### config.mk
export PLATFORM = sky130hd
export DESIGN_NAME = fc_layer_sequencer
export DESIGN_NICKNAME = d
export VERILOG_FILES = /design/src/rtl/fc_layer_sequencer.sv
export SDC_FILE = /design/constraint.sdc
export NUM_CORES = 1
export LEC_CHECK = 0
export ABC_AREA = 1
export CAP_MARGIN = 20
export CORE_UTILIZATION = 35
export DETAILED_ROUTE_END_ITERATION = 8
export PLACE_DENSITY = 0.62
export SYNTH_ARGS = -nofsm -noshare
export SYNTH_HDL_FRONTEND = slang
export SYNTH_SLANG_ARGS = --single-unit
### constraint.sdc
create_clock -name clk -period 8.5 [get_ports clk]
set_input_delay 2.125 -clock clk [delete_from_list [all_inputs] [get_ports clk]]
set_output_delay 2.125 -clock clk [all_outputs]
set_load 0.01 [all_outputs]
### src/rtl/fc_layer_sequencer.sv
// Control sequencer for a two-layer fully-connected inference: streams layer-1
// ROM addresses, then walks each layer-2 neuron window of K+LAT+1 cycles.
module fc_layer_sequencer #(
    parameter int unsigned K   = 16,
    parameter int unsigned N2  = 10,
    parameter int unsigned LAT = 2
) (
    input  logic        clk,
    input  logic        rst_n,
    input  logic        start,
    output logic        busy,
    output logic        done,
    output logic [8:0]  addr_bw1,
    output logic        wren1,
    output logic [8:0]  address_read_2,
    output logic [16:0] address_weight_2,
    output logic [7:0]  addr_biase_2,
    output logic        biase_ena_2,
    output logic        wren2
);

    localparam int unsigned N1      = 16 * K;
    localparam int unsigned A1_W    = 10;
    localparam int unsigned C_W     = 6;
    localparam int unsigned J_W     = 8;
    localparam int unsigned IDX_W   = 13;
    localparam int unsigned A1_LAST = N1 + LAT - 1;
    localparam int unsigned C_LAST  = K + LAT;

    typedef enum logic [1:0] {
        IDLE   = 2'd0,
        L1_RUN = 2'd1,
        L2_RUN = 2'd2,
        DONE   = 2'd3
    } state_t;

    state_t            state_q, state_d;
    logic [A1_W-1:0]   a1_q, a1_d;
    logic [C_W-1:0]    c_q, c_d;
    logic [J_W-1:0]    j_q, j_d;
    logic [IDX_W-1:0]  jk_q, jk_d;

    logic [C_W-1:0]    cr_d;
    logic [IDX_W-1:0]  widx_d;
    logic              in_l1_d, in_l2_d;

    // Next-state and counter update
    always_comb begin
        state_d = state_q;
        a1_d    = a1_q;
        c_d     = c_q;
        j_d     = j_q;
        jk_d    = jk_q;
        case (state_q)
            IDLE: begin
                if (start) begin
                    state_d = L1_RUN;
                    a1_d    = '0;
                end
            end
            L1_RUN: begin
                if (a1_q == A1_W'(A1_LAST)) begin
                    state_d = L2_RUN;
                    a1_d    = '0;
                    c_d     = '0;
                    j_d     = '0;
                    jk_d    = '0;
                end else begin
                    a1_d = a1_q + A1_W'(1);
                end
            end
            L2_RUN: begin
                if (c_q == C_W'(C_LAST)) begin
                    c_d = '0;
                    if (j_q == J_W'(N2 - 1)) begin
                        state_d = DONE;
                        j_d     = '0;
                        jk_d    = '0;
                    end else begin
                        j_d  = j_q + J_W'(1);
                        jk_d = jk_q + IDX_W'(K);
                    end
                end else begin
                    c_d = c_q + C_W'(1);
                end
            end
            DONE:    state_d = IDLE;
            default: state_d = IDLE;
        endcase
    end

    // Output decode from next-state values so the registered outputs line up
    // with the state they describe; the chunk index saturates at K-1.
    always_comb begin
        in_l1_d = (state_d == L1_RUN);
        in_l2_d = (state_d == L2_RUN);
        cr_d    = (c_d < C_W'(K)) ? c_d : C_W'(K - 1);
        widx_d  = jk_d + IDX_W'(cr_d);
    end

    always_ff @(posedge clk or negedge rst_n) begin
        if (!rst_n) begin
            state_q          <= IDLE;
            a1_q             <= '0;
            c_q              <= '0;
            j_q              <= '0;
            jk_q             <= '0;
            busy             <= 1'b0;
            done             <= 1'b0;
            addr_bw1         <= '0;
            wren1            <= 1'b0;
            address_read_2   <= '0;
            address_weight_2 <= '0;
            addr_biase_2     <= '0;
            biase_ena_2      <= 1'b0;
            wren2            <= 1'b0;
        end else begin
            state_q          <= state_d;
            a1_q             <= a1_d;
            c_q              <= c_d;
            j_q              <= j_d;
            jk_q             <= jk_d;
            busy             <= (state_d != IDLE);
            done             <= (state_d == DONE);
            addr_bw1         <= in_l1_d ? 9'(a1_d) : 9'd0;
            wren1            <= in_l1_d && (a1_d >= A1_W'(LAT));
            address_read_2   <= in_l2_d ? 9'(cr_d) : 9'd0;
            address_weight_2 <= in_l2_d ? {widx_d, 4'b0000} : 17'd0;
            addr_biase_2     <= in_l2_d ? j_d : 8'd0;
            biase_ena_2      <= in_l2_d && (c_d == C_W'(LAT));
            wren2            <= in_l2_d && (c_d == C_W'(C_LAST));
        end
    end

endmodule

Word level (Yosys, flattened, before mapping). Index checks and enable logic that the tools add are counted.

Register bits after elaboration: 84. Bits in latches: 0. Bits in writable memories: 0. Memory bits (read-only): 0. Input bits: 3. Memories: 0.

$add $sub $neg: 5. Multiply operators: 0. Div/mod/pow operators: 0. Magnitude comparators: 2. Eq/ne operators: 11. Shift-type cells: 0. Muxes and demuxes: 24. Bitwise logic cells: 0. Reduce and logical (&&, ||, !) cells: 5.

Operator list (count): two-way mux 13 bit (3); two-way mux 8 bit (4); one-hot mux 13 bit (2 select lines) (1); two-way mux 6 bit (4); two-way mux 10 bit (2); one-hot mux 10 bit (2 select lines) (1); two-way mux 17 bit (1); one-hot mux 8 bit (2 select lines) (1); adder 13 x 5 -> 13 bit (second input constant) (1); adder 13 x 6 -> 13 bit (1); equality test 6 x 5 -> 1 bit (second input constant) (2); one-hot mux 6 bit (2 select lines) (1); adder 10 x 1 -> 10 bit (second input constant) (1); equality test 10 x 9 -> 1 bit (second input constant) (1); greater-or-equal comparator 10 x 2 -> 1 bit (second input constant) (1); two-way mux 9 bit (1); adder 8 x 1 -> 8 bit (second input constant) (1); equality test 2 bit (second input constant) (4); equality test 8 x 4 -> 1 bit (second input constant) (1); two-way mux 2 bit (4); one-hot mux 2 bit (4 select lines) (1); adder 6 x 1 -> 6 bit (second input constant) (1); equality test 6 x 2 -> 1 bit (second input constant) (1); < comparator 6 x 5 -> 1 bit (second input constant) (1); other kinds (4) (7).

Depth between registers and ports, before layout.
Depth in word-level cells: 7. Gate-level depth with buffers: 25. Gate-level depth less buffers: 25.

Worst setup path before layout. Ideal clock, no wire load.

Path type: flip-flop to flip-flop. Start point: register state_q[0]. End point: register address_weight_2[14]. Library setup time: 117 ps. Arrival time: 3166 ps. Setup slack: 5217 ps. Cell stages (with the launch flop): 24. Path buffers: 2. Cell sequence: dfrtp_1 -> inv_1 -> ha_1 -> clkbuf_1 -> inv_1 -> a21oi_2 -> buf_6 -> o21a_1 -> nand2_1 -> nor2_1 -> inv_1 -> ha_1 -> inv_1 -> fa_1 -> inv_1 -> nand3_1 -> nand2_1 -> a21oi_1 -> o21ai_0 -> nand3_2 -> nor2_1 -> nand2_1 -> nand2_1 -> nor2_1.

Cells in the longest elaborated chain, start to end: 6. Elaborated cells between the ends (all ways): 16. Classes of those cells: 1 x add/sub; 1 x order compare; 4 x eq/ne; 9 x mux; 1 x reduce/logical.

RTL lines: start: declaration (line 37) `state_t state_q, state_d;`; start signal: assignment (line 118) `state_q <= state_d;`; equality test 2 bit / equality test 2 x 1 -> 1 bit (equally long branches) (line 54) `case (state_q)`; one-hot mux 6 bit (2 select lines) (line 54); < comparator 6 x 5 -> 1 bit (line 97) `cr_d = (c_d < C_W'(K)) ? c_d : C_W'(K - 1);`; two-way mux 6 bit (line 97); adder 13 x 6 -> 13 bit (line 98) `widx_d = jk_d + IDX_W'(cr_d);`; two-way mux 17 bit (*) (line 128) `address_weight_2 <= in_l2_d ? {widx_d, 4'b0000} : 17'd0;`; end signal: assignment (line 128); end: declaration (line 16) `output logic [16:0] address_weight_2,`.

Mark *: on every way between the ends. The rest lies on a longest branch, timed or not.

Final worst setup path.
Start point: register state_q[0]. End point: register address_weight_2[16].

Same word-level chain as after synthesis.

==> results.toml <==
[worst_hold_path]
hp-start = "jk_q[3]"
hold_class = "flip-flop to flip-flop"

[clock_network]
path_clk_slew_ns = 0.06
numCtsBuffers = 9
cts_tree = "done"
postCtsSetupRepairBufs = 0
clock_latency_ns = 0.33
clock_tree.root_cell = "clkbuf_16"
numClockSinks = 80
cts_resized = 0
htreeDepth = 3
cts_hold_buf = 0
clock_path_buffers = 2

[finish]
area_growth_pct = 21.6
fill_cells = 1101
finish.instance_area_mm2 = 0.00516
finish.net_count = 571
diodes = 0
drive_gt1_frac = 0.126
fin_util = 0.444
final_cells = 698

[grt]
grt_start_max_net_pins = 81
overflow = 0
grt_pass1_wl_um = 15700
grt_pass1_vias = 3430
groute.usage.overall = 0.157
antenna_found_initial = 0

[drt]
drt-total-wl_um = 8930
vias = 3375
wire_per_inst_um = 12.8
drt_first_pass_iters = 7
drc = 4
avgViaCountPerCell = 4.84
drt_first_iter_violations = 189
ant_nets = 0

[synth]
synth_warnings = 0
ys_top_cells_by_count = "dfrtp_1, nand2_1, inv_1"
async_flop_share = 1.00
synth-edff-count = 0
ys_seq_area_frac = 0.472
synth_most_common_cell = "dfrtp_1"
syn_inst = 497
ys_types = 44
synth_seq_cells = 80
yosysTopAreaCell = "dfrtp_1"
synthDominantCellAreaShare = 0.472
netlist_area_mm2 = 0.00424
synth.avg_cell_area_um2 = 8.53
synth_area_leaders = "dfrtp_1, nand2_1, inv_1, nor2_1, ha_1"
synth-main-ff-cell = "dfrtp_1"

[sta]
finalSetupViolations = 0
fin_crit_sh = 0.451
fmax_mhz = 261
fin_worst_skew_ns = 0.00481
maxSlewHeadroom = 0.599
rsz0062_at_grt = "false"
drv_slew = 0
min_period_ns = 3.84
final-hold-violation-count = 0
setup-tns-final_ns = 0
worstMarginPinSlew_ns = 0.594

[placement]
io_buffers = 43
dpl.cell_count = 682
dp_hpwl_um = 6390
gp_congestion = 0.872
post_dp_cell_area_mm2 = 0.00480

[worst_setup_path]
r2r_start = "state_q[0]"
cpMostUsedCell = "nand2_1"
cp.arrival_ns = 4.06
cp-start-kind = "flip-flop"
cp_max_fo = 12
crit_required_ns = 8.72
worstPathCellList = "inv_1, ha_1, inv_1, a21oi_2, o21a_1, nand2_1, nor2_1, inv_1, ha_1, nand3_1, nand2_1, a21oi_1, o21ai_0, nand2_1, nor2_1, nand3_1, nand2_1, nor2_1"
worstSetupPathType = "flip-flop to flip-flop"
critPathLaunch = "state_q[0]"
critPathSlowestCell = "ha_1"
slowest_delay_ns = 0.54
critPathBufInv = 3
endpoint_kind = "flip-flop"
cp_top_family = "compound AO/OA/AOI/OAI gates"

[run_status]
violations = "DRC"
status = "finished with violations"

[floorplan]
fp.dieH_um = 112
rows = 39
coreArea_mm2 = 0.0116
start_util = 0.365
num_io_pins = 51
die-width_um = 112
die-area_mm2 = 0.0126

[pwr]
p_leak_nw = 2.48
p_per_area_mw_per_mm2 = 161
p_total_mw = 0.831
ir_drop_uv = 106

[job]
cap_violations = 0
## report_power, final
group	leakage, nW	internal, mW	switching [mW]
sequential	1.06	0.381	0.000101
combinational	1.26	0.00279	0.00990
clock	0.163	0.293	0.143
total	2.48	0.678	0.153
## final cells by class
type | instances | area (um2) | area share
clock buffers | 12 | 246 | 0.0478
clock inverters | 3 | 90.1 | 0.0175
inverters | 88 | 333 | 0.0645
multi-input cells | 328 | 1860 | 0.360
flip-flops and latches | 80 | 2000 | 0.388
well taps | 143 | 179 | 0.0347
repair buffers | 44 | 448 | 0.0869
## cell families (layout without fill, tap and decap cells)
group                    after synthesis  after routing  synth area share
XOR/XNOR                               4              4           0.00826
other                                  1             11          0.000884
flip-flops                            80             80             0.472
AO/OA/AOI/OAI                         62             62            0.0879
adder cells (fa/ha/maj)               17             17            0.0519
AND/OR/NAND/NOR                      234            234             0.280
buffers and inverters                 99            147            0.0988
## state kept, by name, summed over array words and instances, names as in the netlist, 2 cells and up
signal,flops
c_q,6
address_read_2,6
address_weight_2,13
j_q,8
addr_bw1,9
jk_q,13
addr_biase_2,8
a1_q,10
state_q,2
## worst paths after layout
path                                             end  slack [ns]  depth (start not counted)
max in group asynchronous                 state_q[0]        6.15                          2
min in group asynchronous          address_read_2[5]        1.76                          1
worst max register to register  address_weight_2[16]        4.66                         18
worst min-delay path                         jk_q[3]        0.47                          2
worst min register to register               jk_q[3]        0.47                          2
worst max-delay path            address_weight_2[16]        4.66                         18
## tightest hold or removal path, cell delays in order, from the launching register on
cell and delay (ns):
dfrtp_1 0.32, nand2_1 0.05, inv_1 0.07
## cells in the final DEF, fill, tap and decap left out, drive strengths merged, types with 11 or more instances in the layout
cell type and count:
ha 16, nand2 89, clkdlybuf4s50 42, a21oi 20, o21ai 26, clkbuf 12
conb 11, nand3 43, inv 88, dfrtp 80, nor2 82
## layer usage
| layer | up-vias | share of wire | track usage |
|---|---|---|---|
| li1 | 1658 | - | - |
| met1 | 1572 | 0.44 | 0.191 |
| met2 | 114 | 0.47 | 0.260 |
| met3 | 31 | 0.051 | 0.0400 |
| met4 | 0 | 0.031 | 0.0764 |
| met5 | - | 0 | 0 |
## metrics by stage
stage	setup WS (ns)	hold slack [ns]
after global routing	4.18	0.499
final	4.66	0.468
after detailed placement	4.52	0.457
after floorplan	5.22	0.436
after CTS	4.69	0.472
after global placement	4.52	0.453
No activity file was read; power rests on OpenSTA's default activity.
